### config.mk
export PLATFORM = sky130hd
export DESIGN_NAME = emu_time_manager
export DESIGN_NICKNAME = d
export VERILOG_FILES = /design/src/rtl/emu_time_manager.sv
export SDC_FILE = /design/constraint.sdc
export NUM_CORES = 1
export LEC_CHECK = 0
export BUFFER_PORTS_ARGS = -buffer_cell sky130_fd_sc_hd__clkbuf_2
export CORE_MARGIN = 3
export CORE_UTILIZATION = 55
export CTS_BUF_LIST = sky130_fd_sc_hd__clkbuf_16
export DETAILED_ROUTE_END_ITERATION = 12
export PLACE_DENSITY = 0.81
export SYNTH_ARGS = -nofsm -noshare
export SYNTH_HDL_FRONTEND = slang
export SYNTH_SLANG_ARGS = --single-unit
### constraint.sdc
create_clock -name emu_clk -period 54.3 [get_ports emu_clk]
set_clock_uncertainty 0.15 [all_clocks]
set_input_delay 10.86 -clock emu_clk [delete_from_list [all_inputs] [get_ports emu_clk]]
set_output_delay 10.86 -clock emu_clk [all_outputs]
set_load 0.005 [all_outputs]
### src/rtl/emu_time_manager.sv
// emu_time_manager: global emulation timestep arbiter.
// Picks the smallest active timestep request, clamps it so emulated time lands
// exactly on the stop time, and broadcasts it combinationally as emu_dt.
// Also holds the emulated-time accumulator and the run/step/stop FSM.
// Optional statistics outputs are enabled by defining EMU_TIME_MGR_STATS_EN.
module emu_time_manager #(
    parameter int N_REQ      = 4,
    parameter int DT_WIDTH   = 27,
    parameter int TIME_WIDTH = 40,
    parameter int DT_MAX     = 2**(DT_WIDTH-1)-1,
    parameter int STEP_WIDTH = 16
) (
    input  logic                          emu_clk,
    input  logic                          emu_rst,
    input  logic [N_REQ*DT_WIDTH-1:0]     dt_req,
    input  logic [N_REQ-1:0]              req_mask,
    input  logic                          ctrl_run,
    input  logic                          ctrl_step,
    input  logic [STEP_WIDTH-1:0]         step_count,
    input  logic                          stop_en,
    input  logic [TIME_WIDTH-1:0]         stop_time,
    output logic signed [DT_WIDTH-1:0]    emu_dt,
    output logic [TIME_WIDTH-1:0]         emu_time,
    output logic [1:0]                    state_o,
    output logic                          busy
`ifdef EMU_TIME_MGR_STATS_EN
    ,
    output logic [31:0]                   cyc_cnt,
    output logic [$clog2(N_REQ)-1:0]      limit_idx,
    output logic [31:0]                   zero_dt_cnt
`endif
);

    localparam logic signed [DT_WIDTH-1:0] DT_MAX_V = DT_WIDTH'(DT_MAX);
    localparam int PAD_W = TIME_WIDTH + 1 - DT_WIDTH;

    typedef enum logic [1:0] {
        S_IDLE = 2'd0,
        S_RUN  = 2'd1,
        S_STEP = 2'd2,
        S_DONE = 2'd3
    } state_t;

    state_t                        state;
    logic [STEP_WIDTH-1:0]         step_cnt;
    logic signed [DT_WIDTH-1:0]    dt_min;
    logic signed [DT_WIDTH-1:0]    dt_eff;
    logic signed [DT_WIDTH-1:0]    slot;
    logic                          found;
    logic                          run_phase;
    logic [TIME_WIDTH:0]           time_x;
    logic [TIME_WIDTH:0]           stop_x;
    logic [TIME_WIDTH:0]           reach_x;
    logic [TIME_WIDTH:0]           sum_x;
    logic [TIME_WIDTH-1:0]         time_next;
    logic                          stop_hit;
    logic                          entry_stop;

    // Signed minimum over participating, non-negative requests; DT_MAX if none qualify
    always_comb begin
        dt_min = DT_MAX_V;
        found  = 1'b0;
        slot   = '0;
        for (int i = 0; i < N_REQ; i++) begin
            slot = $signed(dt_req[i*DT_WIDTH +: DT_WIDTH]);
            if (req_mask[i] && slot >= 0 && (!found || slot < dt_min)) begin
                dt_min = slot;
                found  = 1'b1;
            end
        end
        if (dt_min > DT_MAX_V) begin
            dt_min = DT_MAX_V;
        end
    end

    // One extra bit on every time comparison keeps the sums from wrapping
    assign time_x  = {1'b0, emu_time};
    assign stop_x  = {1'b0, stop_time};
    assign reach_x = time_x + {{PAD_W{1'b0}}, dt_min};

    // Shorten the step so time lands exactly on stop_time; never go backwards
    always_comb begin
        dt_eff = dt_min;
        if (stop_en && reach_x > stop_x) begin
            dt_eff = (stop_time > emu_time) ? DT_WIDTH'(stop_time - emu_time) : '0;
        end
    end

    assign run_phase = (state == S_RUN) || (state == S_STEP);
    assign emu_dt    = (!emu_rst && run_phase) ? dt_eff : '0;
    assign state_o   = state;

    assign sum_x      = time_x + {{PAD_W{1'b0}}, emu_dt};
    assign time_next  = sum_x[TIME_WIDTH] ? '1 : sum_x[TIME_WIDTH-1:0];
    assign stop_hit   = stop_en && (sum_x >= stop_x);
    assign entry_stop = stop_en && (stop_time <= emu_time);

    // Control FSM and time accumulator; busy follows the next state
    always_ff @(posedge emu_clk) begin
        if (emu_rst) begin
            state    <= S_IDLE;
            emu_time <= '0;
            step_cnt <= '0;
            busy     <= 1'b0;
        end else begin
            emu_time <= time_next;
            case (state)
                S_IDLE: begin
                    if (ctrl_step && step_count != '0) begin
                        step_cnt <= step_count;
                        state    <= entry_stop ? S_DONE : S_STEP;
                        busy     <= !entry_stop;
                    end else if (ctrl_run) begin
                        state <= entry_stop ? S_DONE : S_RUN;
                        busy  <= !entry_stop;
                    end
                end
                S_RUN: begin
                    if (stop_hit) begin
                        state <= S_DONE;
                        busy  <= 1'b0;
                    end else if (!ctrl_run) begin
                        state <= S_IDLE;
                        busy  <= 1'b0;
                    end
                end
                S_STEP: begin
                    step_cnt <= step_cnt - STEP_WIDTH'(1);
                    if (stop_hit) begin
                        state    <= S_DONE;
                        step_cnt <= '0;
                        busy     <= 1'b0;
                    end else if (step_cnt == STEP_WIDTH'(1)) begin
                        state <= S_IDLE;
                        busy  <= 1'b0;
                    end
                end
                S_DONE: begin
                    if (!stop_en || stop_time > emu_time) begin
                        state <= S_IDLE;
                    end
                end
                default: begin
                    state <= S_IDLE;
                    busy  <= 1'b0;
                end
            endcase
        end
    end

`ifdef EMU_TIME_MGR_STATS_EN
    localparam int IDX_W = $clog2(N_REQ);

    logic [IDX_W-1:0] win_idx;

    // Lowest-index participating slot whose request equals the chosen minimum
    always_comb begin
        win_idx = '0;
        for (int i = N_REQ - 1; i >= 0; i--) begin
            if (req_mask[i] && $signed(dt_req[i*DT_WIDTH +: DT_WIDTH]) >= 0 &&
                $signed(dt_req[i*DT_WIDTH +: DT_WIDTH]) == dt_min) begin
                win_idx = IDX_W'(i);
            end
        end
    end

    // Saturating activity counters and registered limiting-slot index
    always_ff @(posedge emu_clk) begin
        if (emu_rst) begin
            cyc_cnt     <= '0;
            zero_dt_cnt <= '0;
            limit_idx   <= '0;
        end else begin
            limit_idx <= win_idx;
            if (run_phase && cyc_cnt != '1) begin
                cyc_cnt <= cyc_cnt + 32'd1;
            end
            if (run_phase && emu_dt == '0 && zero_dt_cnt != '1) begin
                zero_dt_cnt <= zero_dt_cnt + 32'd1;
            end
        end
    end
`endif

endmodule

==> impl_metrics.yaml <==
outcome:
  status: "completed"
clock_tree:
  clk_pin_slew_ns: 0.06
  h-tree-depth: 3
  post_cts_buffers: 0
  numCtsBuffers: 9
  holdBufCountCts: 0
  cts_sinks: 59
  clock_latency_ns: 0.35
  clock-root-buffer: "clkbuf_16"
  cts_buffer_depth: 2
  cts_tree: "done"
  cts_resized: 0
die:
  die_h_um: 157.1
  die_x_um: 157.1
  die_area_um2: 24690
  ios: 243
  num_rows: 54
  coreArea_um2: 22160
  initial_core_util: 0.5670
placement:
  dp_cells: 2195
  dp_hpwl_mm: 38.23
  gp_congestion: 1.027
  portBuffers: 242
routing:
  detail_route.wl_per_cell_um: 20.69
  drt_wl_total_mm: 45.75
  drc_errors: 0
  vias: 14170
  drt_iter0_drc: 1296
  vias_per_cell: 6.411
  first_pass_iters: 6
  ant_nets: 0
finish:
  stdcell_count: 2211
  n_antenna_cell: 0
  area_growth_pct: 14.12
  drive_gt1_frac: 0.1616
  finalNetCount: 2361
synthesis:
  synth.distinct_cells: 84
  synth_xor_area_frac: 0.06622
  ys_seq_elements: 59
  synth_ff_type: "dfxtp_1"
  synth_area_um2: 12560
  yosysSeqAreaShare: 0.09401
  yosysTopAreaCell: "ha_1"
  synth_most_common_cell: "ha_1"
  ys_top_cells_by_count: "ha_1 (259), inv_1 (166), a21oi_1 (163)"
  synthCells: 1711
  yosys.area.top_type_share: 0.2579
  yosys.area_share.simple: 0.1872
  synthTopCellsByArea: "ha_1 (26%), dfxtp_1 (9.4%), a21oi_1 (6.5%), inv_1 (5.0%), xnor2_1 (4.5%)"
  synthAdderAreaFrac: 0.2627
  synth-compound-area-share: 0.2933
  synth_area_per_cell_um2: 7.343
  synth_edf_count: 0
  synth_top_family_by_area: "compound AO/OA/AOI/OAI gates"
  muxShareOfSynthArea: 0.02778
  async_flop_share: 0
  yosys_warnings: 0
sta:
  setup_viol: 0
  setup_tns_ns: 0
  slew_headroom: 0.2098
  hold_viol_final: 0
  report.final.slew_viol_count: 0
  rsz0062_at_grt: "no"
  holdWs_ns: 0.3241
  period_minus_slack_ns: 37.45
  worst_pin_slew_ns: 1.155
  max_freq_ghz: 0.02670
  timing.final.crit_share: 0.6897
setup_path:
  worstSetupEndpoint: "emu_dt[1]"
  crit_buf_inv: 4
  crit_type: "input pin to primary output"
  cp.arrival_ns: 26.44
  end_kind: "primary output"
  cp-start-kind: "input pin"
  critPathTopFamily: "compound AO/OA/AOI/OAI gates"
  r2r_setup_slack_ns: 41.46
  cp_slowest_cell: "nand2b_1"
  required_ns: 43.29
  startpoint: "dt_req[26]"
  rr_endpoint: "state_o[1]"
  reg2reg_depth: 46
  cp.depth: 56
  cpPeakStageDelay_ns: 0.70
  path_max_fanout: 78
  r2r_start: "emu_time[0]"
global_route:
  grt_pass1_wl_mm: 70.11
  grt_usage: 0.3564
  grt-ovfl-total: 0
  grt_pass1_vias: 13310
  grt_antenna_before_repair: 1
  grt_max_degree: 79
pwr:
  powerDensity_nw_per_um2: 42.70
  irDropWorstVdd_mv: 0.01701
  p_leak_nw: 7.242
run:
  drv_cap: 0
hold_path:
  worstHoldStart: "step_cnt[14]"
  worst_hold_path_type: "register to register"
## tightest hold or removal path: stages (launching register included)
cell and delay [ns]:
dfxtp_1 0.30, inv_1 0.05, o32ai_1 0.08
## where the power goes
group          switching, W  total [W]  internal (W)
clock             0.0000244  0.0000735     0.0000491
combinational      0.000277   0.000462      0.000185
sequential        0.0000205  0.0000766     0.0000561
total              0.000322   0.000612      0.000290
## cells in the final DEF, fill, tap and decap left out, types with 26 or more instances in the layout
cell type,netlist,final
a31oi_1,26,26
dfxtp_1,59,59
xor2_1,31,31
xnor2_1,64,64
o21ai_1,69,70
clkbuf_2,0,242
a21o_1,55,55
nor2_1,127,127
inv_1,166,167
nand4_1,38,38
o21ai_0,66,65
nor3_1,35,35
nand2_1,133,133
ha_1,259,259
a21oi_1,163,163
nand3_1,32,32
## stage by stage
step	setup slack, ns	total power, W	area (um2)	utilization
floorplan	21.07	0.0003915	12570	-
global placement	17.60	0.0005112	13980	0.6309
detailed placement	17.19	0.0005197	13980	0.6309
CTS	17.16	0.0005968	14340	0.6470
global route	15.70	0.0006599	14340	0.6470
finish	16.85	0.0006122	14340	0.6470
## cell families after synthesis
family / Yosys count
AO/OA/AOI/OAI: 568
buffers and inverters: 217
flip-flops: 59
other: 2
AND/OR/NAND/NOR: 482
multiplexers: 26
adder cells (fa/ha/maj): 262
XOR/XNOR: 95
## routing by layer
| layer | GRT usage | part of all wire | vias to the layer above |
|---|---|---|---|
| li1 | - | - | 6758 |
| met1 | 0.4767 | 0.42 | 6537 |
| met2 | 0.5818 | 0.45 | 763 |
| met3 | 0.06736 | 0.10 | 114 |
| met4 | 0.1116 | 0.032 | 2 |
| met5 | 0 | 0.00031 | - |
## cell type report
| cell class | count | area [um2] |
|---|---|---|
| clock buffers | 9 | 225.2 |
| repair buffers | 249 | 1264 |
| well taps | 280 | 350.3 |
| multi-input cells | 1437 | 10550 |
| fillers | 2030 | 7823 |
| flip-flops and latches | 59 | 1181 |
| clock inverters | 7 | 131.4 |
| inverters | 170 | 638.1 |
## worst min path at each step
stage                   endpoint  depth (start not counted)  slack, ns
detailed placement  step_cnt[14]                          2       0.32
global placement    step_cnt[14]                          2       0.31
CTS                 step_cnt[14]                          2       0.33
floorplan           step_cnt[14]                          2       0.30
global route        step_cnt[14]                          2       0.35
finish              step_cnt[14]                          2       0.32
## registers in the layout, summed over array words and instances (netlist names)
signal,count
state_o,2
step_cnt,16
busy,1
emu_time,40
No activity file was read; power rests on OpenSTA's default activity.
